[src/rtl/alu_arbiter_if.sv]
// Bundle between two ALU requesters, the shared combinational ALU and the response consumer.
// The slave modport is the arbiter's view; the master modport is the surrounding system's view.
interface alu_arbiter_if;
    logic        req0_valid_i;
    logic        req1_valid_i;
    logic        req0_ready_o;
    logic        req1_ready_o;
    logic [31:0] req0_src1_i;
    logic [31:0] req0_src2_i;
    logic [31:0] req1_src1_i;
    logic [31:0] req1_src2_i;
    logic [3:0]  req0_ctrl_i;
    logic [3:0]  req1_ctrl_i;
    logic [4:0]  req0_shamt_i;
    logic [4:0]  req1_shamt_i;

    logic [31:0] alu_src1_o;
    logic [31:0] alu_src2_o;
    logic [3:0]  alu_ctrl_o;
    logic [4:0]  alu_shamt_o;
    logic [31:0] alu_result_i;
    logic        alu_zero_i;

    logic        rsp_valid_o;
    logic        rsp_ready_i;
    logic        rsp_id_o;
    logic [31:0] rsp_result_o;
    logic        rsp_zero_o;

    modport slave (
        input  req0_valid_i, req1_valid_i,
        output req0_ready_o, req1_ready_o,
        input  req0_src1_i, req0_src2_i, req1_src1_i, req1_src2_i,
        input  req0_ctrl_i, req1_ctrl_i, req0_shamt_i, req1_shamt_i,
        output alu_src1_o, alu_src2_o, alu_ctrl_o, alu_shamt_o,
        input  alu_result_i, alu_zero_i,
        output rsp_valid_o,
        input  rsp_ready_i,
        output rsp_id_o, rsp_result_o, rsp_zero_o
    );

    modport master (
        output req0_valid_i, req1_valid_i,
        input  req0_ready_o, req1_ready_o,
        output req0_src1_i, req0_src2_i, req1_src1_i, req1_src2_i,
        output req0_ctrl_i, req1_ctrl_i, req0_shamt_i, req1_shamt_i,
        input  alu_src1_o, alu_src2_o, alu_ctrl_o, alu_shamt_o,
        output alu_result_i, alu_zero_i,
        input  rsp_valid_o,
        output rsp_ready_i,
        input  rsp_id_o, rsp_result_o, rsp_zero_o
    );
endinterface

[src/rtl/alu_arbiter.sv]
// Round-robin arbiter sharing one combinational ALU between two requesters, one op in flight.
// Mult ops (ctrl 4'b0011) stay in EXEC for MULT_LAT cycles; everything else takes one cycle.
//
//   state     | meaning
//   ----------+-------------------------------------------------------------
//   ST_IDLE   | waiting for a request; ready asserted for the granted requester
//   ST_EXEC   | operand registers drive the ALU; counting down the op latency
//   ST_RESP   | response held on rsp_*_o until the consumer takes it
module alu_arbiter #(
    parameter int unsigned MULT_LAT = 4
) (
    input  logic         clk_i,
    input  logic         rst_i,
    alu_arbiter_if.slave bus
);

    typedef enum logic [1:0] {
        ST_IDLE = 2'd0,
        ST_EXEC = 2'd1,
        ST_RESP = 2'd2
    } state_t;

    localparam logic [3:0] LP_CTRL_MULT = 4'b0011;
    localparam logic [3:0] LP_MULT_LAST = 4'(MULT_LAT - 1);

    state_t      r_state;
    logic        r_last_grant;
    logic [3:0]  r_cnt;
    logic [31:0] r_src1;
    logic [31:0] r_src2;
    logic [3:0]  r_ctrl;
    logic [4:0]  r_shamt;
    logic        r_id;
    logic        r_rsp_valid;
    logic        r_rsp_id;
    logic [31:0] r_rsp_result;
    logic        r_rsp_zero;

    logic        w_idle;
    logic        w_grant0;
    logic        w_grant1;
    logic        w_accept;
    logic        w_accept_id;
    logic        w_exec_last;
    logic [31:0] w_sel_src1;
    logic [31:0] w_sel_src2;
    logic [3:0]  w_sel_ctrl;
    logic [4:0]  w_sel_shamt;

    // On a tie the requester that did not win last time goes first.
    assign w_idle      = (r_state == ST_IDLE) && !rst_i;
    assign w_grant0    = w_idle && bus.req0_valid_i && (!bus.req1_valid_i || r_last_grant);
    assign w_grant1    = w_idle && bus.req1_valid_i && (!bus.req0_valid_i || !r_last_grant);
    assign w_accept    = w_grant0 || w_grant1;
    assign w_accept_id = w_grant1;

    assign w_sel_src1  = w_accept_id ? bus.req1_src1_i  : bus.req0_src1_i;
    assign w_sel_src2  = w_accept_id ? bus.req1_src2_i  : bus.req0_src2_i;
    assign w_sel_ctrl  = w_accept_id ? bus.req1_ctrl_i  : bus.req0_ctrl_i;
    assign w_sel_shamt = w_accept_id ? bus.req1_shamt_i : bus.req0_shamt_i;

    assign w_exec_last = (r_ctrl == LP_CTRL_MULT) ? (r_cnt == LP_MULT_LAST) : 1'b1;

    assign bus.req0_ready_o = w_grant0;
    assign bus.req1_ready_o = w_grant1;

    assign bus.alu_src1_o   = r_src1;
    assign bus.alu_src2_o   = r_src2;
    assign bus.alu_ctrl_o   = r_ctrl;
    assign bus.alu_shamt_o  = r_shamt;

    assign bus.rsp_valid_o  = r_rsp_valid;
    assign bus.rsp_id_o     = r_rsp_id;
    assign bus.rsp_result_o = r_rsp_result;
    assign bus.rsp_zero_o   = r_rsp_zero;

    always_ff @(posedge clk_i) begin
        if (rst_i) begin
            r_state      <= ST_IDLE;
            r_last_grant <= 1'b1;
            r_cnt        <= '0;
            r_src1       <= '0;
            r_src2       <= '0;
            r_ctrl       <= '0;
            r_shamt      <= '0;
            r_id         <= 1'b0;
            r_rsp_valid  <= 1'b0;
            r_rsp_id     <= 1'b0;
            r_rsp_result <= '0;
            r_rsp_zero   <= 1'b0;
        end else begin
            unique case (r_state)
                ST_IDLE: begin
                    if (w_accept) begin
                        r_src1       <= w_sel_src1;
                        r_src2       <= w_sel_src2;
                        r_ctrl       <= w_sel_ctrl;
                        r_shamt      <= w_sel_shamt;
                        r_id         <= w_accept_id;
                        r_last_grant <= w_accept_id;
                        r_cnt        <= '0;
                        r_state      <= ST_EXEC;
                    end
                end
                ST_EXEC: begin
                    r_cnt <= r_cnt + 4'd1;
                    if (w_exec_last) begin
                        r_rsp_result <= bus.alu_result_i;
                        r_rsp_zero   <= bus.alu_zero_i;
                        r_rsp_id     <= r_id;
                        r_rsp_valid  <= 1'b1;
                        r_state      <= ST_RESP;
                    end
                end
                ST_RESP: begin
                    if (bus.rsp_ready_i) begin
                        r_rsp_valid <= 1'b0;
                        r_state     <= ST_IDLE;
                    end
                end
                default: begin
                    r_state <= ST_IDLE;
                end
            endcase
        end
    end

endmodule

[src/flat_wrapper.sv]
// flat-port wrapper written by rule: the top's interface ports become plain ports
module alu_arbiter_flat 
#(
    parameter int unsigned MULT_LAT = 4
)
  (clk_i, rst_i, bus_req0_valid_i, bus_req1_valid_i, bus_req0_ready_o, bus_req1_ready_o, bus_req0_src1_i, bus_req0_src2_i, bus_req1_src1_i, bus_req1_src2_i, bus_req0_ctrl_i, bus_req1_ctrl_i, bus_req0_shamt_i, bus_req1_shamt_i, bus_alu_src1_o, bus_alu_src2_o, bus_alu_ctrl_o, bus_alu_shamt_o, bus_alu_result_i, bus_alu_zero_i, bus_rsp_valid_o, bus_rsp_ready_i, bus_rsp_id_o, bus_rsp_result_o, bus_rsp_zero_o);
  alu_arbiter_if bus_i ();
  input  logic clk_i;
  input  logic rst_i;
  input wire logic [$bits(bus_i.req0_valid_i)-1:0] bus_req0_valid_i;
  input wire logic [$bits(bus_i.req1_valid_i)-1:0] bus_req1_valid_i;
  output wire logic [$bits(bus_i.req0_ready_o)-1:0] bus_req0_ready_o;
  output wire logic [$bits(bus_i.req1_ready_o)-1:0] bus_req1_ready_o;
  input wire logic [$bits(bus_i.req0_src1_i)-1:0] bus_req0_src1_i;
  input wire logic [$bits(bus_i.req0_src2_i)-1:0] bus_req0_src2_i;
  input wire logic [$bits(bus_i.req1_src1_i)-1:0] bus_req1_src1_i;
  input wire logic [$bits(bus_i.req1_src2_i)-1:0] bus_req1_src2_i;
  input wire logic [$bits(bus_i.req0_ctrl_i)-1:0] bus_req0_ctrl_i;
  input wire logic [$bits(bus_i.req1_ctrl_i)-1:0] bus_req1_ctrl_i;
  input wire logic [$bits(bus_i.req0_shamt_i)-1:0] bus_req0_shamt_i;
  input wire logic [$bits(bus_i.req1_shamt_i)-1:0] bus_req1_shamt_i;
  output wire logic [$bits(bus_i.alu_src1_o)-1:0] bus_alu_src1_o;
  output wire logic [$bits(bus_i.alu_src2_o)-1:0] bus_alu_src2_o;
  output wire logic [$bits(bus_i.alu_ctrl_o)-1:0] bus_alu_ctrl_o;
  output wire logic [$bits(bus_i.alu_shamt_o)-1:0] bus_alu_shamt_o;
  input wire logic [$bits(bus_i.alu_result_i)-1:0] bus_alu_result_i;
  input wire logic [$bits(bus_i.alu_zero_i)-1:0] bus_alu_zero_i;
  output wire logic [$bits(bus_i.rsp_valid_o)-1:0] bus_rsp_valid_o;
  input wire logic [$bits(bus_i.rsp_ready_i)-1:0] bus_rsp_ready_i;
  output wire logic [$bits(bus_i.rsp_id_o)-1:0] bus_rsp_id_o;
  output wire logic [$bits(bus_i.rsp_result_o)-1:0] bus_rsp_result_o;
  output wire logic [$bits(bus_i.rsp_zero_o)-1:0] bus_rsp_zero_o;
  assign bus_i.req0_valid_i = bus_req0_valid_i;
  assign bus_i.req1_valid_i = bus_req1_valid_i;
  assign bus_req0_ready_o = bus_i.req0_ready_o;
  assign bus_req1_ready_o = bus_i.req1_ready_o;
  assign bus_i.req0_src1_i = bus_req0_src1_i;
  assign bus_i.req0_src2_i = bus_req0_src2_i;
  assign bus_i.req1_src1_i = bus_req1_src1_i;
  assign bus_i.req1_src2_i = bus_req1_src2_i;
  assign bus_i.req0_ctrl_i = bus_req0_ctrl_i;
  assign bus_i.req1_ctrl_i = bus_req1_ctrl_i;
  assign bus_i.req0_shamt_i = bus_req0_shamt_i;
  assign bus_i.req1_shamt_i = bus_req1_shamt_i;
  assign bus_alu_src1_o = bus_i.alu_src1_o;
  assign bus_alu_src2_o = bus_i.alu_src2_o;
  assign bus_alu_ctrl_o = bus_i.alu_ctrl_o;
  assign bus_alu_shamt_o = bus_i.alu_shamt_o;
  assign bus_i.alu_result_i = bus_alu_result_i;
  assign bus_i.alu_zero_i = bus_alu_zero_i;
  assign bus_rsp_valid_o = bus_i.rsp_valid_o;
  assign bus_i.rsp_ready_i = bus_rsp_ready_i;
  assign bus_rsp_id_o = bus_i.rsp_id_o;
  assign bus_rsp_result_o = bus_i.rsp_result_o;
  assign bus_rsp_zero_o = bus_i.rsp_zero_o;
  alu_arbiter #(.MULT_LAT(MULT_LAT)) u_core (.clk_i(clk_i), .rst_i(rst_i), .bus(bus_i));
endmodule
[config.mk]
export PLATFORM = sky130hd
export DESIGN_NAME = alu_arbiter_flat
export DESIGN_NICKNAME = d
export VERILOG_FILES = /design/src/rtl/alu_arbiter_if.sv /design/src/rtl/alu_arbiter.sv /design/src/flat_wrapper.sv
export SDC_FILE = /design/constraint.sdc
export NUM_CORES = 1
export LEC_CHECK = 0
export CAP_MARGIN = 25
export CORE_MARGIN = 2
export CORE_UTILIZATION = 36
export DETAILED_ROUTE_END_ITERATION = 6
export PLACE_DENSITY = 0.73
export SLEW_MARGIN = 20
export SYNTH_ARGS = -nofsm -noshare
export SYNTH_HDL_FRONTEND = slang
export SYNTH_SLANG_ARGS = --single-unit
export TNS_END_PERCENT = 50
[constraint.sdc]
create_clock -name clk_i -period 2.4 [get_ports clk_i]
set_clock_uncertainty 0.15 [all_clocks]
set_input_delay 0.24 -clock clk_i [delete_from_list [all_inputs] [get_ports clk_i]]
set_output_delay 0.24 -clock clk_i [all_outputs]
set_load 0.02 [all_outputs]
==> parameters.txt <==
Parameter                              Value

Run status
  Status    finished, final reports clean

Synth
  Warning count from the yosys run    0
  Sequential cell area fraction in the yosys report    40.06%
  Distinct cells, synth    36
  Share of synthesized flip-flops with an asynchronous set or reset    0%
  Post-synthesis instance area    5797 um2
  Total nets after synthesis    833
  Post-Syn Instances    648
  Mean instance size in the synthesized netlist    8.946 um2
  Count of state elements after synthesis    116
  EDFF count, synth    0
  Prevailing post-synth register cell    dfxtp_1

STA
  Time the worst path needs with I/O delays and setup    2.271 ns
  Total setup violations reported at the end of the flow    0
  Maximum frequency from static timing analysis    0.4403 GHz
  Transition time of the tightest slew-check pin    0.9639 ns
  Worst slew margin relative to its limit    35.74%
  Final-layout setup total negative slack    0 ns
  RSZ-0062 raised after global routing    false
  Max Slew Vio Count    0
  Hold slack    0.1589 ns
  Hold violation count in the final report    0
  Final period util    94.63%

Final layout
  Commonest non-fill, non-tap cell in the layout    clkdlybuf4s50_1
  Commonest cells after routing, fill and taps aside    clkdlybuf4s50_1, dfxtp_1
  Area growth from synthesis to layout    62.55%
  # nets final    1071
  Share of cells above drive strength 1    6.897%
  Diodes inserted    0
  Post-layout instance area    9423 um2

Clock tree
  CTS tree    done
  Setup Buffers After CTS    0
  Hold Buf Count CTS    0
  Count of clock tree sinks    116
  Clock Pin Slew Worst Setup and Hold Paths    0.05 ns
  Buffer levels on the longest clock path    2
  Clock latency reported for the late side of the worst-skew pair    0.41 ns
  Clock buffers created by TritonCTS    17
  Deepest level of the CTS H-tree    4
  CTS root buf    clkbuf_16

Die
  Cell row count    46
  Die Footprint    17130 um2
  Top-level I/O count    294
  Core footprint    15830 um2
  Initial Utilization    36.62%
  Chip width    130.9 um
  Floorplan die height    130.9 um

Worst hold path
  Count of cells along the worst hold path    3
  Class of the tightest hold or removal check    input pin to register
  Worst min-delay path endpoint    u_core.r_state[0]
  Worst hold start    bus_req0_valid_i

Critical path
  Origin of the critical flop-to-flop path    u_core.r_cnt[0]
  Crit path launch type    register
  Longest individual stage delay on the worst path    0.42 ns
  WP data arrival    1.88 ns
  Critical path required time    2.01 ns
  Sort of element at the end of the critical path    primary output
  Register-to-register setup slack    0.39 ns
  Slowest stage cell on the critical path    or3_4
  Endpoint of the lowest-slack register-to-register path    u_core.bus.rsp_result_o[5]
  Crit path max fanout    3
  Worst R2R Path Depth    5
  Top cell family by delay on the critical path    simple AND/OR/NAND/NOR gates
  Critical path buffer and inverter count    2
  Sequence of cells on the critical path    or3_4 > or2_2 > inv_1 > dlygate4sd2_1
  Crit Path Class    register to primary output

Drt
  Count of routing violations after the opening detailed-route iteration    475
  Number of nets with antenna violations after routing    0
  Mean routed wirelength per cell    19.08 um
  Total Wirelength    21.27 mm
  Total via count in the routed design    6373
  Via density    5.716
  Length of the first detailed-routing pass in iterations    5
  Residual DRC count    0

Place
  Global placement routability congestion    0.7852
  Number of port buffers    293
  HPWL Detailed    13.26 mm
  Cell Area, Placed    8822 um2

Global routing
  All-Layer GR Usage    24.00%
  Wire length of the first global-routing pass    32.26 mm
  Overall overflow remaining after global route    0
  Number of global-route vias before repair    6062
  Largest net degree at the start of global routing    147
  Initial antenna violation count    0

Pwr
  Reported leakage power    3.145 nW
  Peak VDD IR    481.4 uV
  Power Density    654.6 nW/um2

Run
  Max-cap violations    0
-- stage by stage --
step	setup WS, ns	util [%]	total power, mW	instances
detailed placement	0.08000	55.74	3.625	1083
global route	0.05019	59.53	6.409	1115
CTS	0.1017	59.53	6.225	1115
global placement	0.1113	55.74	3.619	1083
finish	0.1290	59.53	6.168	1115
floorplan	0.4981	-	2.878	648
-- worst max path at each step --
stage,startpoint,end,depth (start not counted)
2_1_floorplan,u_core.r_cnt[0],u_core.bus.rsp_result_o[10],5
3_3_place_gp,bus_req1_valid_i,bus_req1_ready_o,5
3_5_place_dp,bus_req1_valid_i,bus_req1_ready_o,5
4_1_cts,u_core.r_state[1],bus_req1_ready_o,4
5_1_grt,u_core.r_state[1],bus_req0_ready_o,5
6_report,u_core.r_state[1],bus_req1_ready_o,4
-- what timing repair did --
action	CTS	global route
resized for setup	2	0
endpoints found under the hold margin	0	0
endpoints found under the setup margin	2	0
-- sequential cells by signal, indices dropped and copies added (netlist names) --
register                 count
u_core.bus.alu_src1_o       32
u_core.bus.alu_src2_o       32
u_core.bus.rsp_result_o     32
u_core.bus.alu_shamt_o       5
u_core.bus.alu_ctrl_o        4
u_core.r_cnt                 4
u_core.r_state               2
u_core.bus.rsp_id_o          1
u_core.bus.rsp_valid_o       1
u_core.bus.rsp_zero_o        1
u_core.r_id                  1
u_core.r_last_grant          1
-- layout make-up --
type                    count  area (um2)
flip-flops and latches    116        2322
well taps                 216       270.3
clock inverters            10       128.9
multi-input cells         434        3077
fillers                  1439        6405
repair buffers            313        3136
clock buffers              22       474.2
inverters                   4       15.01
-- kinds of logic after synthesis --
logic type / share of synthesized area, %
AND/OR/NAND/NOR: 24.33
AO/OA/AOI/OAI: 22.32
flip-flops: 40.06
buffers and inverters: 7.209
multiplexers: 5.871
adder cells (fa/ha/maj): 0.2158
-- worst register-to-register path: cells and delay by family (launching register included) --
kind	cells	cell delay, ns
simple gates	1	0.52
flops	1	0.36
buf+inv	1	0.27
mux	1	0.26
compound gates	1	0.20
fa+ha+maj	1	0.18
-- report_power, final --
| group | switching [mW] | internal, mW | leakage (nW) |
|---|---|---|---|
| clock network | 0.871 | 1.70 | 0.303 |
| logic | 0.716 | 0.715 | 1.89 |
| registers | 0.0833 | 2.08 | 0.950 |
| total | 1.67 | 4.50 | 3.15 |
-- cell usage after synthesis (2+ instances only) --
| cell type | instances | area share (%) |
|---|---|---|
| nor3_1 | 74 | 6.4 |
| dfxtp_1 | 116 | 40 |
| nand2b_1 | 72 | 7.8 |
| nand4_1 | 73 | 7.9 |
| o31ai_1 | 73 | 9.5 |
| buf_6 | 5 | 0.97 |
| nand3b_1 | 5 | 0.65 |
| nor2b_1 | 2 | 0.22 |
| buf_4 | 3 | 0.39 |
| clkbuf_1 | 84 | 5.4 |
| a211o_1 | 2 | 0.30 |
| nand2_1 | 2 | 0.13 |
| nand3_1 | 3 | 0.26 |
| o21ai_0 | 3 | 0.26 |
| a21oi_1 | 2 | 0.17 |
| a311oi_1 | 73 | 11 |
| inv_1 | 3 | 0.19 |
| or3_1 | 2 | 0.22 |
| mux2i_1 | 34 | 5.9 |
-- layer usage --
layer	GRT usage (%)	vias up	wire length (um)
met3	9.283	34	2243
met1	30.16	3022	8895
met5	0	-	0
met2	37.75	297	9654
li1	-	3020	-
met4	8.323	0	480
Note: power is estimated with default switching activity, not from simulation.
